[src/rtl/alarm_pkg.sv]
// Shared alarm definitions: state encoding, default timing and time-field widths.
package alarm_pkg;

  localparam int unsigned HR_W       = 5;
  localparam int unsigned MIN_W      = 6;
  localparam int unsigned SEC_W      = 6;
  localparam int unsigned STATE_W    = 2;
  localparam int unsigned SNZ_LEFT_W = 2;

  localparam int unsigned DEF_RING_SECS   = 60;
  localparam int unsigned DEF_SNOOZE_SECS = 300;
  localparam int unsigned DEF_MAX_SNOOZE  = 3;

  typedef enum logic [STATE_W-1:0] {
    ST_OFF     = 2'd0,
    ST_ARMED   = 2'd1,
    ST_RINGING = 2'd2,
    ST_SNOOZE  = 2'd3
  } alarm_state_e;

endpackage

[src/rtl/alarm_match.sv]
// Alarm time comparator; trigger_c pulses on the first cycle of each match window.
module alarm_match
  import alarm_pkg::*;
(
  input  logic             clk,
  input  logic             rst_n,
  input  logic [HR_W-1:0]  cur_hr,
  input  logic [MIN_W-1:0] cur_min,
  input  logic [SEC_W-1:0] cur_sec,
  input  logic [HR_W-1:0]  alm_hr,
  input  logic [MIN_W-1:0] alm_min,
  output logic             trigger_c
);

  logic match_c;
  logic match_q;

  assign match_c = (cur_hr == alm_hr) && (cur_min == alm_min) && (cur_sec == SEC_W'(0));

  // Previous-cycle match, tracked in every state so a held match never refires
  always_ff @(posedge clk or negedge rst_n) begin
    if (!rst_n) match_q <= 1'b0;
    else        match_q <= match_c;
  end

  assign trigger_c = match_c & ~match_q;

endmodule

[src/rtl/alarm_ctrl.sv]
// Alarm scheduler: ring / snooze / dismiss / timeout sequencing and buzzer drive.
module alarm_ctrl
  import alarm_pkg::*;
#(
  parameter int unsigned RING_SECS   = DEF_RING_SECS,
  parameter int unsigned SNOOZE_SECS = DEF_SNOOZE_SECS,
  parameter int unsigned MAX_SNOOZE  = DEF_MAX_SNOOZE
) (
  input  logic                  clk,
  input  logic                  rst_n,
  input  logic                  tick_1hz,
  input  logic [HR_W-1:0]       cur_hr,
  input  logic [MIN_W-1:0]      cur_min,
  input  logic [SEC_W-1:0]      cur_sec,
  input  logic [HR_W-1:0]       alm_hr,
  input  logic [MIN_W-1:0]      alm_min,
  input  logic                  alarm_en,
  input  logic                  setting_active,
  input  logic                  dismiss,
  input  logic                  snooze,
  output logic                  buzzer,
  output logic                  ringing,
  output logic                  snoozing,
  output logic [SNZ_LEFT_W-1:0] snooze_left,
  output logic [STATE_W-1:0]    state
);

  localparam int unsigned RING_W = $clog2(RING_SECS + 1);
  localparam int unsigned SNZ_W  = $clog2(SNOOZE_SECS + 1);

  alarm_state_e          state_q, state_d;
  logic [RING_W-1:0]     ring_cnt_q, ring_cnt_d;
  logic [SNZ_W-1:0]      snooze_cnt_q, snooze_cnt_d;
  logic                  beep_q, beep_d;
  logic                  buzzer_d, ringing_d, snoozing_d;
  logic [SNZ_LEFT_W-1:0] snooze_left_d;
  logic                  trigger_c;
  logic                  snooze_ok_c, ring_done_c, snz_done_c;

  alarm_match u_match (
    .clk       (clk),
    .rst_n     (rst_n),
    .cur_hr    (cur_hr),
    .cur_min   (cur_min),
    .cur_sec   (cur_sec),
    .alm_hr    (alm_hr),
    .alm_min   (alm_min),
    .trigger_c (trigger_c)
  );

  assign snooze_ok_c = snooze && (snooze_left != SNZ_LEFT_W'(0));
  assign ring_done_c = tick_1hz && (ring_cnt_q == RING_W'(RING_SECS - 1));
  assign snz_done_c  = tick_1hz && (snooze_cnt_q == SNZ_W'(1));
  assign state       = state_q;

  // State register
  always_ff @(posedge clk or negedge rst_n) begin
    if (!rst_n) state_q <= ST_OFF;
    else        state_q <= state_d;
  end

  // Next state: enable first, then setting cancels an active event, then per-state rules
  always_comb begin
    state_d = state_q;
    if (!alarm_en) begin
      state_d = ST_OFF;
    end else if (setting_active && (state_q == ST_RINGING || state_q == ST_SNOOZE)) begin
      state_d = ST_ARMED;
    end else begin
      case (state_q)
        ST_OFF:     state_d = ST_ARMED;
        ST_ARMED:   if (trigger_c && !setting_active) state_d = ST_RINGING;
        ST_RINGING: begin
          if (dismiss)          state_d = ST_ARMED;
          else if (snooze_ok_c) state_d = ST_SNOOZE;
          else if (ring_done_c) state_d = ST_ARMED;
        end
        ST_SNOOZE: begin
          if (dismiss)         state_d = ST_ARMED;
          else if (snz_done_c) state_d = ST_RINGING;
        end
        default:    state_d = ST_OFF;
      endcase
    end
  end

  // Next values of counters and registered outputs, keyed on the state being entered
  always_comb begin
    ring_cnt_d    = ring_cnt_q;
    snooze_cnt_d  = snooze_cnt_q;
    beep_d        = beep_q;
    snooze_left_d = snooze_left;

    if (state_d == ST_RINGING) begin
      if (state_q != ST_RINGING) begin
        ring_cnt_d = RING_W'(0);
        beep_d     = 1'b1;
      end else if (tick_1hz) begin
        if (ring_cnt_q != RING_W'(RING_SECS)) ring_cnt_d = ring_cnt_q + RING_W'(1);
        beep_d = ~beep_q;
      end
    end

    if (state_d == ST_SNOOZE) begin
      if (state_q != ST_SNOOZE) begin
        snooze_cnt_d  = SNZ_W'(SNOOZE_SECS);
        snooze_left_d = snooze_left - SNZ_LEFT_W'(1);
      end else if (tick_1hz && snooze_cnt_q != SNZ_W'(0)) begin
        snooze_cnt_d = snooze_cnt_q - SNZ_W'(1);
      end
    end

    if (state_d == ST_ARMED && state_q != ST_ARMED) snooze_left_d = SNZ_LEFT_W'(MAX_SNOOZE);

    if (state_d == ST_OFF) begin
      ring_cnt_d    = RING_W'(0);
      snooze_cnt_d  = SNZ_W'(0);
      beep_d        = 1'b0;
      snooze_left_d = SNZ_LEFT_W'(0);
    end

    buzzer_d   = (state_d == ST_RINGING) && beep_d;
    ringing_d  = (state_d == ST_RINGING);
    snoozing_d = (state_d == ST_SNOOZE);
  end

  // Counter and output registers; reset drops the buzzer immediately
  always_ff @(posedge clk or negedge rst_n) begin
    if (!rst_n) begin
      ring_cnt_q   <= RING_W'(0);
      snooze_cnt_q <= SNZ_W'(0);
      beep_q       <= 1'b0;
      buzzer       <= 1'b0;
      ringing      <= 1'b0;
      snoozing     <= 1'b0;
      snooze_left  <= SNZ_LEFT_W'(0);
    end else begin
      ring_cnt_q   <= ring_cnt_d;
      snooze_cnt_q <= snooze_cnt_d;
      beep_q       <= beep_d;
      buzzer       <= buzzer_d;
      ringing      <= ringing_d;
      snoozing     <= snoozing_d;
      snooze_left  <= snooze_left_d;
    end
  end

endmodule

[config.mk]
export PLATFORM = sky130hd
export DESIGN_NAME = alarm_ctrl
export DESIGN_NICKNAME = d
export VERILOG_FILES = /design/src/rtl/alarm_pkg.sv /design/src/rtl/alarm_match.sv /design/src/rtl/alarm_ctrl.sv
export SDC_FILE = /design/constraint.sdc
export NUM_CORES = 1
export LEC_CHECK = 0
export BUFFER_PORTS_ARGS = -buffer_cell sky130_fd_sc_hd__buf_4
export CAP_MARGIN = 5
export CORE_AREA = 2 2 54 66
export DETAILED_ROUTE_END_ITERATION = 8
export DIE_AREA = 0 0 56 68
export PLACE_DENSITY = 0.78
export SLEW_MARGIN = 20
export SYNTH_ARGS = -nofsm -noshare
export SYNTH_HDL_FRONTEND = slang
export SYNTH_SLANG_ARGS = --single-unit
[constraint.sdc]
create_clock -name clk -period 4 [get_ports clk]
set_clock_uncertainty 0.1 [all_clocks]
set_input_delay 0.4 -clock clk [delete_from_list [all_inputs] [get_ports clk]]
set_output_delay 0.4 -clock clk [all_outputs]
set_load 0.03 [all_outputs]
==> results of run 1 <==
cell families after synthesis:
family | after synthesis
simple gates | 65
compound gates | 49
flops | 24
buf+inv | 17
xor+xnor | 14
fa+ha+maj | 10
worst min-delay path: cells and delay by family:
| kind | cells | cell delay (ns) |
|---|---|---|
| AND/OR/NAND/NOR | 3 | 0.15 |
| buffers and inverters | 1 | 0.07 |
what timing repair did:
action	in CTS	in global routing
endpoints found under the setup margin	0	0
gates resized for setup	0	0
endpoints found under the hold margin	24	0
hold buffers	1	0
layout make-up:
type	count	share of cell area, %
clock buffer	3	2.02
clock inverter	1	1.47
inverter	13	2.38
multi-input combinational	138	46.6
sequential	24	29.3
tap	37	2.26
timing repair buffer	43	15.9
per-layer routing:
metal / share of wire (%) / track usage [%] / wire length, um
met5: 0 / 0 / 0
met4: 2.3 / 10.7 / 82
met3: 5.3 / 3.02 / 193
met2: 51 / 37.9 / 1840
met1: 41 / 25.4 / 1500
cell usage after synthesis (all sizes together) (2+ instances only):
cell type	count	area share, %
a211oi	3	1.4
a21oi	11	3.4
a31oi	7	2.7
a41oi	2	1.5
and3	2	0.77
buf	3	1.5
dfrtp	24	37
ha	10	7.7
inv	13	3.0
nand2	12	2.8
nand2b	2	0.77
nand3	11	3.4
nand4	2	0.77
nor2	19	4.8
nor3	3	0.92
nor4	6	2.7
o211ai	2	0.92
o21ai	9	2.8
o22a	4	2.1
o22ai	2	0.77
o41ai	2	2.2
or3	4	1.8
xnor2	13	7.0
through the flow:
step	instance area (um2)	power, mW	util [%]	hold slack (ns)	instances
floorplan	1630	0.313	-	0.00441	179
detailed placement	1970	0.357	61.0	0.219	254
finish	2050	0.569	63.5	0.289	259
CTS	2050	0.575	63.5	0.290	259
global placement	1970	0.356	61.0	0.218	254
global route	2050	0.591	63.5	0.303	259
flip-flops by register name (all words and copies together) (netlist names):
signal,cells
state,2
beep_q,1
snoozing,1
ring_cnt_q,6
snooze_cnt_q,9
snooze_left,2
u_match.match_q,1
ringing,1
buzzer,1
power breakdown:
part	internal [mW]	total [mW]	switching (mW)
clock	0.134	0.216	0.0823
combinational	0.0497	0.0946	0.0449
sequential	0.249	0.258	0.00897
cells in the final DEF (no fill, tap or decap), drive strengths merged, types with 2 or more instances in the layout:
cell     n
nand3   11
xnor2   13
or3      4
ha      10
clkbuf   3
dfrtp   24
o41ai    2
nor4     6
nand4    2
a211oi   3
a41oi    2
nor2    19
o22a     4
buf     42
o21ai    9
o211ai   2
nand2b   2
and3     2
inv     13
nand2   12
a31oi    7
nor3     3
o22ai    2
a21oi   11
worst min path at each step:
stage | start | to | slack (ns)
after floorplan | rst_n | beep_q | 0.004
after global placement | rst_n | snooze_cnt_q[3] | 0.22
after detailed placement | rst_n | snooze_cnt_q[3] | 0.22
after CTS | cur_sec[4] | u_match.match_q | 0.29
after global routing | cur_sec[4] | u_match.match_q | 0.30
final | cur_sec[4] | u_match.match_q | 0.29
==> flow_metrics.py, run 1 <==
metrics = {
    "synthesis": {
        "synthFlopType": "dfrtp_1",
        "synth_fa_ha_area_share_pct": 7.66,
        "avgSynthCellArea_um2": 9.12,
        "synth_enable_flop_cells": 0,
        "ys_seq_elements": 24,
        "synth_xor_xnor_area_share_pct": 7.51,
        "synthCells": 179,
        "yosys.area_share.simple_pct": 20.5,
        "seq_area_frac_synth_pct": 36.8,
        "netlist_area_mm2": 0.00163,
        "synthMuxAreaShare_pct": 0,
        "ys_warn_count": 0,
        "synth_top_family_by_area": "compound AO/OA/AOI/OAI gates",
        "syn_nets": 224,
        "async_flop_share_pct": 100,
        "synthDistinctLibCells": 43,
        "synth_compound_area_share_pct": 22.8,
    },
    "critical_path": {
        "cpPeakStageDelay_ns": 0.46,
        "crit_required_ns": 4.07,
        "cp.arrival_ns": 3.34,
        "endpoint_kind": "flip-flop",
        "path_cells": "inv_1 > ha_1 > nand2b_1 > nand3b_1 > a221o_1 > o31ai_4 > ha_1 > nor2_1 > a21o_4 > nor4_1 > xnor2_1 > nor2_1",
        "worstSetupEndpoint": "snooze_cnt_q[4]",
        "worst-path-stages": 12,
        "crit_start": "snooze_left[0]",
        "critPathTopFamily": "compound AO/OA/AOI/OAI gates",
        "reg2reg_depth": 12,
        "crit_path_max_fanout": 12,
        "cp-start-kind": "flip-flop",
        "reg2reg_to": "snooze_cnt_q[4]",
        "worstSetupPathType": "flip-flop to flip-flop",
        "r2r-start": "snooze_left[0]",
        "slowest_stage": "ha_1",
        "regToRegSetupSlack_ns": 0.73,
        "crit_buf_inv": 1,
    },
    "placement": {
        "pre_cts_ws_ns": 0.664,
        "dp_hpwl_mm": 2.78,
        "port-buffer-count": 41,
        "routabilityCongestion": 0.768,
    },
    "sta": {
        "rsz0062_at_grt": "false",
        "worst_pin_slew_ns": 0.622,
        "min_period_ns": 3.27,
        "setup_viol": 0,
        "slew-limit-headroom_pct": 58.1,
        "slew_violations": 0,
        "hold_violations": 0,
        "worst_slack_ns": 0.729,
        "fmax_mhz": 306,
        "post-route-period-util_pct": 81.8,
        "finalSetupTns_ns": 0,
    },
    "global_routing": {
        "grt_usage_pct": 21.3,
        "grt-ovfl-total": 0,
        "grt_max_degree": 25,
        "antenna_found_initial": 0,
        "grt_pass1_wl_mm": 6.24,
        "grt_pass1_vias": 1382,
    },
    "job": {
        "maxCapViolCount": 0,
    },
    "floorplanning": {
        "fp.coreArea_mm2": 0.00322,
        "rows": 23,
        "io_pins": 42,
        "die-width_um": 56,
        "start_util_pct": 50.7,
        "die_h_um": 68,
        "die_area_mm2": 0.00381,
    },
    "outcome": {
        "outcome": "completed",
    },
    "clocking": {
        "cts_tree": "built",
        "post-cts-setup-buffers": 0,
        "insertion_delay_ns": 0.27,
        "clkTransAtPathRegs_ns": 0.09,
        "clock_path_buffers": 2,
        "clkSinkCount": 24,
        "cts_root_buf": "clkbuf_8",
        "cts-htree-levels": 1,
        "cts_buffers": 3,
    },
    "final_layout": {
        "fill_cells": 291,
        "regArea_um2": 601,
        "drive_gt1_share_pct": 24.8,
        "diodes": 0,
        "nNetsFinal": 268,
        "multi_input_area_um2": 955,
        "area.growth.synth_to_final_pct": 25.4,
    },
    "min_path": {
        "holdPathStages": 4,
        "min_path_type": "primary input to flip-flop",
    },
    "power_and_ir_drop": {
        "ir_drop_mv": 0.196,
        "leakagePower_nw": 0.896,
        "p_per_area_mw_per_mm2": 278,
    },
    "drt": {
        "dr.pass1.iters": 4,
        "antenna_left": 0,
        "wl_mm": 3.62,
        "drc": 0,
        "vias": 1469,
        "drt_iter0_drc": 25,
        "vias_per_cell": 5.67,
        "routedWlPerCell_um": 14.0,
    },
}
Note: power is estimated with default switching activity, not from simulation.
==> run 2, diff against run 1 <==
==> constraint.sdc (replaced) <==
create_clock -name clk -period 3.2 [get_ports clk]
set_clock_uncertainty 0.1 [all_clocks]
set_input_delay 0.32 -clock clk [delete_from_list [all_inputs] [get_ports clk]]
set_output_delay 0.32 -clock clk [all_outputs]
set_load 0.03 [all_outputs]
==> run 2 against run 1 <==
Effect of this change:
- hold slack got worse by 0.079 ns
- count of clock-buffer cells in the layout rose by 1
- cell area did not move
- cell count rose by 0.77%
- clock power fell by 3%
- routed wire length barely moved
- sequential power rose by 25%
- global-route usage fell by 1.7 points
- worst setup slack got worse by 0.49 ns
- critical endpoint is now snooze_cnt_q[1]
- largest cell class unchanged
- largest power group unchanged
==> flow_metrics.py, run 2 (synthesized netlist as in run 1, its figures left out) <==
metrics = {
    "clocking": {
        "cts_root_buf": "clkbuf_8",
        "clkSinkCount": 24,
        "cts-htree-levels": 1,
        "insertion_delay_ns": 0.27,
        "clkTransAtPathRegs_ns": 0.09,
        "clock_path_buffers": 2,
        "post-cts-setup-buffers": 0,
        "cts_buffers": 3,
        "cts_tree": "built",
    },
    "floorplanning": {
        "fp.coreArea_mm2": 0.00322,
        "die-width_um": 56,
        "die_area_mm2": 0.00381,
        "io_pins": 42,
        "start_util_pct": 50.7,
        "die_h_um": 68,
        "rows": 23,
    },
    "global_routing": {
        "grt-ovfl-total": 0,
        "grt_pass1_wl_mm": 5.93,
        "grt_usage_pct": 19.7,
        "antenna_found_initial": 0,
        "grt_max_degree": 25,
        "grt_pass1_vias": 1460,
    },
    "outcome": {
        "outcome": "completed",
    },
    "power_and_ir_drop": {
        "ir_drop_mv": 0.243,
        "combPwrFrac_pct": 18.5,
        "p_per_area_mw_per_mm2": 319,
        "p_sw_uw": 167,
        "power.clock.fraction_pct": 32.1,
        "seq_power_share_pct": 49.4,
        "p_int_uw": 485,
        "swShare_pct": 25.6,
        "leakagePower_nw": 0.899,
    },
    "placement": {
        "port-buffer-count": 41,
        "dpl_cell_area_mm2": 0.00198,
        "place_inst": 256,
        "routabilityCongestion": 0.815,
        "dp_hpwl_mm": 2.76,
    },
    "drt": {
        "met3_length_um": 233,
        "wl_mm": 3.62,
        "wl_met1_mm": 1.48,
        "routedWlPerCell_um": 13.9,
        "vias_per_cell": 5.80,
        "drt_iter0_drc": 34,
        "drc": 0,
        "antenna_left": 0,
        "met2_length_mm": 1.85,
        "dr.pass1.iters": 4,
        "vias": 1513,
        "top_layer": "met4",
    },
    "final_layout": {
        "largest_register": "snooze_cnt_q",
        "diodes": 0,
        "layout_common_cells": "44 x buf_4, 24 x dfrtp_1, 18 x nor2_1",
        "instances_no_fill": 261,
        "largest_reg_flops": 9,
        "reg_top3": "snooze_cnt_q (9), ring_cnt_q (6)",
        "area.growth.synth_to_final_pct": 25.4,
        "layout.cells.most_common": "buf_4",
        "stdcell_area_mm2": 0.00205,
        "drive_gt1_share_pct": 25.4,
        "utilization_pct": 63.5,
        "nNetsFinal": 270,
    },
    "sta": {
        "hold_violations": 0,
        "rsz0062_at_grt": "true",
        "post-route-period-util_pct": 92.4,
        "slew-limit-headroom_pct": 60.5,
        "min_period_ns": 2.96,
        "fmax_mhz": 338,
        "finalSetupTns_ns": 0,
        "setup_viol": 0,
        "worst_pin_slew_ns": 0.586,
        "slew_violations": 0,
    },
    "critical_path": {
        "crit_start": "ring_cnt_q[0]",
        "crit_buf_inv": 0,
        "regToRegSetupSlack_ns": 0.24,
        "worstSetupPathType": "flip-flop to flip-flop",
        "critPathTopFamily": "compound AO/OA/AOI/OAI gates",
        "path_cells": "ha_1 > nand3_1 > nor4_1 > a2111oi_1 > o21ai_0 > ha_1 > or4_2 > o21ai_0",
        "slowest_stage": "or4_2",
        "crit_required_ns": 3.30,
        "r2r-start": "ring_cnt_q[0]",
        "cpPeakStageDelay_ns": 0.68,
        "cp.arrival_ns": 3.06,
        "crit_path_max_fanout": 6,
        "endpoint_kind": "flip-flop",
        "cp-start-kind": "flip-flop",
    },
    "job": {
        "maxCapViolCount": 0,
    },
    "min_path": {
        "hold_path_startpoint": "cur_sec[4]",
        "min_path_type": "primary input to flip-flop",
    },
}
==> run 2: stage by stage <==
| step | hold slack [ns] | power [mW] | setup WS [ns] |
|---|---|---|---|
| global route | 0.219 | 0.682 | -0.00201 |
| floorplan | -0.0756 | 0.392 | 0.0837 |
| global placement | 0.135 | 0.447 | 0.190 |
| CTS | 0.206 | 0.658 | 0.153 |
| detailed placement | 0.138 | 0.449 | 0.145 |
| finish | 0.210 | 0.652 | 0.243 |
==> run 2: repair_timing <==
action / 4_1_cts / 5_1_grt
hold buffers: 1 / 0
endpoints found under the setup margin: 0 / 8
gates resized for setup: 0 / 1
hold endpoints to repair: 24 / 0
==> run 2: path summary, 6_finish.rpt <==
path,cells past startpoint,endpoint
setup / recovery,8,snooze_cnt_q[1]
hold / removal,4,u_match.match_q
setup reg to reg,8,snooze_cnt_q[1]
hold reg to reg,2,snooze_cnt_q[7]
max in group asynchronous,2,ring_cnt_q[0]
min in group asynchronous,2,snooze_cnt_q[3]
==> run 2: cell type report <==
class,instances,area (um2)
fillers,286,1180
multi-input cells,138,956
flip-flops and latches,24,601
repair buffers,45,340
clock buffers,4,55.1
inverters,13,48.8
well taps,37,46.3
==> run 2: power by group through the flow <==
| stage | sequential, mW | clock [mW] | combinational [mW] |
|---|---|---|---|
| global route | 0.324 | 0.225 | 0.133 |
| detailed placement | 0.328 | 0 | 0.120 |
| finish | 0.322 | 0.209 | 0.121 |
| global placement | 0.328 | 0 | 0.119 |
| CTS | 0.322 | 0.214 | 0.122 |
| floorplan | 0.330 | 0 | 0.0617 |
==> run 2: worst min-delay path, cell delays in order <==
cell	delay, ns
buf_4	0.08
nor2_1	0.03
nand2_1	0.07
nor4_2	0.05
==> run 2: layer usage <==
layer | global-route usage, % | vias to the layer above
li1 | - | 739
met1 | 22.0 | 710
met2 | 36.5 | 59
met3 | 3.40 | 5
met4 | 9.52 | 0
met5 | 0 | -
